<file path="src/rtl/micro_seq_pkg.sv">
// rtl/micro_seq_pkg.sv - shared op encodings, field positions and state encoding for micro_sequencer
package micro_seq_pkg;

  // microword field positions
  localparam int OP_MSB  = 15;
  localparam int OP_LSB  = 13;
  localparam int SEL_MSB = 12;
  localparam int SEL_LSB = 10;
  localparam int TGT_MSB = 7;
  localparam int TGT_LSB = 0;

  localparam int DEFAULT_STACK_DEPTH = 4;

  typedef enum logic [2:0] {
    OP_NEXT     = 3'b000,
    OP_JUMP     = 3'b001,
    OP_BRT      = 3'b010,
    OP_BRF      = 3'b011,
    OP_CALL     = 3'b100,
    OP_RET      = 3'b101,
    OP_DISPATCH = 3'b110,
    OP_HALT     = 3'b111
  } op_t;

  typedef enum logic [1:0] {
    ST_PRIME = 2'd0,
    ST_RUN   = 2'd1,
    ST_HALT  = 2'd2
  } state_t;

  function automatic op_t get_op(input logic [15:0] word);
    return op_t'(word[OP_MSB:OP_LSB]);
  endfunction

endpackage

</file>
<file path="src/rtl/micro_stack.sv">
// rtl/micro_stack.sv - parameterised LIFO holding micro-sequencer return addresses
module micro_stack #(
  parameter int DEPTH = 4,
  parameter int WIDTH = 8
) (
  input  logic             clock,
  input  logic             rst_n,
  input  logic             push,
  input  logic             pop,
  input  logic [WIDTH-1:0] din,
  output logic [WIDTH-1:0] top,
  output logic             full,
  output logic             empty
);

  localparam int AW = $clog2(DEPTH);
  localparam logic [AW:0] SP_FULL = DEPTH[AW:0];
  localparam logic [AW:0] SP_ONE  = 1;

  // sp counts valid entries, so it needs one bit more than the index
  logic [AW:0]      sp;
  logic [WIDTH-1:0] mem [DEPTH];
  logic [AW-1:0]    top_idx;

  assign full    = (sp == SP_FULL);
  assign empty   = (sp == '0);
  assign top_idx = sp[AW-1:0] - AW'(1);
  assign top     = mem[top_idx];

  // entry count; a push into a full stack or pop from an empty one is ignored
  always_ff @(posedge clock or negedge rst_n) begin
    if (!rst_n) begin
      sp <= '0;
    end else if (push && !full) begin
      sp <= sp + SP_ONE;
    end else if (pop && !empty) begin
      sp <= sp - SP_ONE;
    end
  end

  // storage needs no reset: entries are only read below the stack pointer
  always_ff @(posedge clock) begin
    if (push && !full) begin
      mem[sp[AW-1:0]] <= din;
    end
  end

endmodule

</file>
<file path="src/rtl/micro_sequencer.sv">
// rtl/micro_sequencer.sv - microprogram sequencer feeding the microcode ROM address; MICRO_SEQUENCER_STACK_EN enables CALL/RET stack
module micro_sequencer
  import micro_seq_pkg::*;
#(
  parameter int STACK_DEPTH = DEFAULT_STACK_DEPTH
) (
  input  logic        clock,
  input  logic        rst_n,
  input  logic [15:0] q,
  input  logic [7:0]  cond,
  input  logic [7:0]  dispatch_addr,
  input  logic        stall,
  output logic [7:0]  address,
  output logic        running,
  output logic        halted,
  output logic        stack_err
);

  state_t     state;
  logic [7:0] pc;
  logic [7:0] pc_inc;
  logic [7:0] tgt;
  logic [2:0] sel;
  op_t        op;
  logic       halt_now;
  logic       unused_bits;

  assign pc_inc = pc + 8'd1;
  assign tgt    = q[TGT_MSB:TGT_LSB];
  assign sel    = q[SEL_MSB:SEL_LSB];
  assign op     = get_op(q);

`ifdef MICRO_SEQUENCER_STACK_EN
  logic       push;
  logic       pop;
  logic       err_set;
  logic       stack_err_q;
  logic [7:0] stack_top;
  logic       stack_full;
  logic       stack_empty;

  // return address pushed by CALL is the word after the call site
  micro_stack #(
    .DEPTH (STACK_DEPTH),
    .WIDTH (8)
  ) u_stack (
    .clock (clock),
    .rst_n (rst_n),
    .push  (push),
    .pop   (pop),
    .din   (pc_inc),
    .top   (stack_top),
    .full  (stack_full),
    .empty (stack_empty)
  );

  assign stack_err   = stack_err_q;
  assign unused_bits = ^q[9:8];
`else
  assign stack_err   = 1'b0;
  assign unused_bits = ^{q[9:8], STACK_DEPTH[0]};
`endif

  // next-address decode: the ROM registers this at every edge, so no bubbles
  always_comb begin
    address  = pc;
    halt_now = 1'b0;
`ifdef MICRO_SEQUENCER_STACK_EN
    push     = 1'b0;
    pop      = 1'b0;
    err_set  = 1'b0;
`endif
    case (state)
      ST_PRIME: address = 8'h00;
      ST_RUN: begin
        if (!stall) begin
          case (op)
            OP_NEXT: address = pc_inc;
            OP_JUMP: address = tgt;
            OP_BRT:  address = cond[sel] ? tgt : pc_inc;
            OP_BRF:  address = cond[sel] ? pc_inc : tgt;
`ifdef MICRO_SEQUENCER_STACK_EN
            OP_CALL: begin
              // overflow still takes the jump; only the return address is lost
              address = tgt;
              push    = !stack_full;
              err_set = stack_full;
            end
            OP_RET: begin
              if (stack_empty) begin
                address = 8'h00;
                err_set = 1'b1;
              end else begin
                address = stack_top;
                pop     = 1'b1;
              end
            end
`else
            OP_CALL: address = tgt;
            OP_RET:  address = pc_inc;
`endif
            OP_DISPATCH: address = dispatch_addr;
            OP_HALT: begin
              address  = pc;
              halt_now = 1'b1;
            end
            default: address = pc_inc;
          endcase
        end
      end
      default: address = pc;
    endcase
  end

  // control FSM with registered status outputs; pc tracks what the ROM sampled
  always_ff @(posedge clock or negedge rst_n) begin
    if (!rst_n) begin
      state       <= ST_PRIME;
      pc          <= 8'h00;
      running     <= 1'b0;
      halted      <= 1'b0;
`ifdef MICRO_SEQUENCER_STACK_EN
      stack_err_q <= 1'b0;
`endif
    end else begin
      pc <= address;
`ifdef MICRO_SEQUENCER_STACK_EN
      stack_err_q <= stack_err_q | err_set;
`endif
      case (state)
        ST_PRIME: begin
          state   <= ST_RUN;
          running <= 1'b1;
        end
        ST_RUN: begin
          if (halt_now) begin
            state   <= ST_HALT;
            running <= 1'b0;
            halted  <= 1'b1;
          end
        end
        default: begin
          state <= ST_HALT;
        end
      endcase
    end
  end

endmodule
</file>
<file path="config.mk">
export PLATFORM = sky130hd
export DESIGN_NAME = micro_sequencer
export DESIGN_NICKNAME = d
export VERILOG_FILES = /design/src/rtl/micro_seq_pkg.sv /design/src/rtl/micro_stack.sv /design/src/rtl/micro_sequencer.sv
export SDC_FILE = /design/constraint.sdc
export NUM_CORES = 1
export LEC_CHECK = 0
export CAP_MARGIN = 20
export CELL_PAD_IN_SITES_DETAIL_PLACEMENT = 1
export CELL_PAD_IN_SITES_GLOBAL_PLACEMENT = 1
export CORE_ASPECT_RATIO = 0.8
export CORE_UTILIZATION = 29
export DETAILED_ROUTE_END_ITERATION = 12
export GPL_ROUTABILITY_DRIVEN = 0
export PLACE_DENSITY_LB_ADDON = 0.08
export SYNTH_ARGS = -nofsm -noshare
export SYNTH_HDL_FRONTEND = slang
export SYNTH_SLANG_ARGS = --single-unit
export TNS_END_PERCENT = 30
</file>
<file path="constraint.sdc">
create_clock -name clock -period 2.05 [get_ports clock]
set_input_delay 0.41 -clock clock [delete_from_list [all_inputs] [get_ports clock]]
set_output_delay 0.41 -clock clock [all_outputs]
set_load 0.02 [all_outputs]
</file>
==> flow_metrics.env, run 1 <==
export IMPL_worst_pin_slew_ns=0.560
export IMPL_drt_wirelength_per_cell_um=20.4
export IMPL_drc=0
export IMPL_register_area_um2=302
export IMPL_placedCellCount=269
export IMPL_die_area_um2=4580
export IMPL_antenna_cells_inserted=0
export IMPL_syn_nets=183
export IMPL_area_growth_pct=85.5
export IMPL_drive_above_1_share_pct=49.6
export IMPL_status="finished with violations"
export IMPL_cp_end_kind="primary output"
export IMPL_clock_sinks=12
export IMPL_vdd_drop_max_mv=0.596
export IMPL_grt_pass1_vias=1656
export IMPL_rsz0062_at_grt="yes"
export IMPL_cp_arrival_ns=1.92
export IMPL_syn_avg_cell_area_um2=8.50
export IMPL_track_usage_pct=24.3
export IMPL_fillers=465
export IMPL_grt_max_degree=15
export IMPL_critical_path_required_ns=1.64
export IMPL_drt_total_wl_um=5720
export IMPL_synth_top_flop_cell="dfrtp_1"
export IMPL_core_area_um2=3950
export IMPL_hold_ws_ns=0.493
export IMPL_multi_input_area_um2=1090
export IMPL_pre_cts_slack_ns=-1.23
export IMPL_hp_class="reg2reg"
export IMPL_p_total_w=0.00166
export IMPL_clk_latency_ns=0.24
export IMPL_maxCapViolCount=0
export IMPL_yosys_warnings=0
export IMPL_initial_core_util_pct=31.6
export IMPL_setup_slack_ns=-0.276
export IMPL_viasPerCell=5.64
export IMPL_drt_iter0_drc=59
export IMPL_clock_path_buffers=2
export IMPL_worstSetupPathType="in2out"
export IMPL_p_per_area_nw_per_um2=716
export IMPL_antenna_left=0
export IMPL_layout_cells_non_filler=281
export IMPL_ys_ff_latch=12
export IMPL_synth_area_um2=1250
export IMPL_portBuffers=42
export IMPL_critPathMaxFanout=7
export IMPL_synth_cell_types=37
export IMPL_vias=1584
export IMPL_max_freq_mhz=430
export IMPL_cts_max_level=1
export IMPL_final_nets=263
export IMPL_synth_edf_count=0
export IMPL_synthArstFlopShare_pct=100
export IMPL_cts_tree="built"
export IMPL_grt_overflow_total=0
export IMPL_period_needed_ns=2.33
export IMPL_max_slew_margin_pct=62.5
export IMPL_cts_buffers=3
export IMPL_startpoint_type="primary input"
export IMPL_row_count=20
export IMPL_antenna_found_initial=0
export IMPL_hpwl_um=3630
export IMPL_dieWidth_um=75.4
export IMPL_hold_viol=0
export IMPL_synth_seq_area_share_pct=24.0
export IMPL_skew_ns=0.00514
export IMPL_grt_pass1_wl_um=8160
export IMPL_syn_inst=147
export IMPL_cts_root_buf="clkbuf_8"
export IMPL_slew_violations=0
export IMPL_period_share_pct=113
export IMPL_leakage_nw=1.04
export IMPL_failed_checks="setup timing"
export IMPL_finalSetupViolCount=8
export IMPL_pin_count=46
export IMPL_die_y_um=60.7
export IMPL_first_pass_iters=4
export IMPL_clk_pin_slew_ns=0.06
==> kinds of logic (layout without fill, tap and decap cells) <==
family,count (synthesis),after routing,synth area share (%)
AOI/OAI and AO/OA,59,59,31.7
xor gates and xnor gates,7,7,4.91
adders and majority gates,1,1,1.00
buffers and inverters,14,93,7.01
DFF,12,12,24.0
muxes,20,20,16.0
other,1,1,0.300
and+or+nand+nor,33,33,15.0
==> worst max-delay path: stages <==
cell	delay, ns
clkdlybuf4s15_2	0.21
nand3b_1	0.20
nand4_4	0.19
buf_12	0.16
mux2i_1	0.21
o211ai_1	0.13
a22o_1	0.25
buf_6	0.14
==> power breakdown <==
part	internal [W]	switching, W
clock	0.000170	0.0000912
combinational	0.000529	0.000508
sequential	0.000301	0.0000600
==> layout by cell type, fill, tap and decap left out, drive strengths merged <==
master	n
a22oi	7
a21oi	17
mux2i	20
buf	62
a221oi	6
o21ai	8
nand3	5
ha	1
clkdlybuf4s50	17
o211ai	1
dlygate4sd2	2
clkdlybuf4s15	4
and2	1
o22ai	1
nand3b	3
a21o	1
o31ai	1
nand2b	3
xor2	4
nor2	8
and3	2
nand4	1
clkbuf	5
inv	2
conb	1
dlymetal6s2s	1
nor3	1
a211oi	8
xnor2	3
dfrtp	12
o21bai	1
or2	1
nor2b	3
a22o	8
nand2	5
==> cells in the mapped netlist (2+ instances only) <==
cell type   n  area, µm²
a211oi_1    8       60.1
a21oi_1    17       85.1
a221oi_1    6       52.6
a22o_1      8       70.1
a22oi_1     7       52.6
and3_1      2       12.5
buf_2       7       35.0
dfrtp_1    12        300
inv_1       2       7.51
mux2i_1    20        200
nand2_1     5       18.8
nand2b_1    3       18.8
nand3_1     5       25.0
nand3b_1    3       22.5
nor2_1      8       30.0
nor2b_1     2       12.5
o21ai_0     2       10.0
o21ai_1     6       30.0
xnor2_1     3       26.3
xor2_1      4       35.0
==> area by class of cell <==
class                           instances  share of cell area (%)
Sequential cell                        12                    13.0
Tap cell                               55                    2.97
Multi-Input combinational cell        121                    47.0
Clock buffer                            4                    2.37
Timing Repair Buffer                   87                    34.4
Inverter                                2                   0.324
==> per-layer routing <==
layer	vias up	global-route usage [%]	part of all wire, %
li1	720	-	-
met1	797	31.6	44
met2	57	42.9	50
met3	10	3.82	4.0
met4	0	5.03	1.7
met5	-	0	0
==> through the flow <==
| step | util, % | setup TNS, ns | area [µm²] |
|---|---|---|---|
| floorplan | - | -0.00701 | 1260 |
| global route | 58.6 | -2.59 | 2320 |
| finish | 58.6 | -1.87 | 2320 |
| CTS | 56.2 | -1.67 | 2220 |
| detailed placement | 50.6 | -11.65 | 2000 |
| global placement | 50.6 | -10.43 | 2000 |
==> timing repair <==
| action | in CTS | in global routing |
|---|---|---|
| setup buffers | 4 | 3 |
| cloned | 2 | 0 |
| setup endpoints to repair | 14 | 8 |
| resized for setup | 120 | 18 |
| hold buffers | 0 | 0 |
| pin swaps | 18 | 10 |
==> flip-flops by register name, summed over array words and instances, names as in the netlist <==
register,count
pc,8
state,2
halted,1
running,1
==> final timing paths <==
path                       startpoint    endpoint  slack, ns  cells past startpoint
max in group asynchronous       rst_n       pc[3]       1.12                      1
hold reg to reg                halted      halted       0.49                      1
hold / removal                 halted      halted       0.49                      1
min in group asynchronous       rst_n     running       0.53                      1
setup reg to reg                pc[1]       pc[1]       0.17                      9
setup / recovery                q[10]  address[1]      -0.28                      8
(Power assumes the default switching activity.)
==> run 2: changes to the inputs <==
--- a/config.mk
+++ b/config.mk
@@ -5,6 +5,7 @@
 export SDC_FILE = /design/constraint.sdc
 export NUM_CORES = 1
 export LEC_CHECK = 0
+export ABC_CLOCK_PERIOD_IN_PS = 2050
 export CAP_MARGIN = 20
 export CELL_PAD_IN_SITES_DETAIL_PLACEMENT = 1
 export CELL_PAD_IN_SITES_GLOBAL_PLACEMENT = 1
==> results of run 2 <==
The final DEF is identical to that of run 1; final timing and power are the same.
==> run 3: changes to the inputs <==
--- a/config.mk
+++ b/config.mk
@@ -16,5 +16,6 @@
 export PLACE_DENSITY_LB_ADDON = 0.08
 export SYNTH_ARGS = -nofsm -noshare
 export SYNTH_HDL_FRONTEND = slang
+export SYNTH_HIERARCHICAL = 1
 export SYNTH_SLANG_ARGS = --single-unit
 export TNS_END_PERCENT = 30
==> results of run 3 <==
The final DEF is identical to that of run 1; final timing and power are the same.
Among the figures that moved: Yosys warning count 0 -> 6
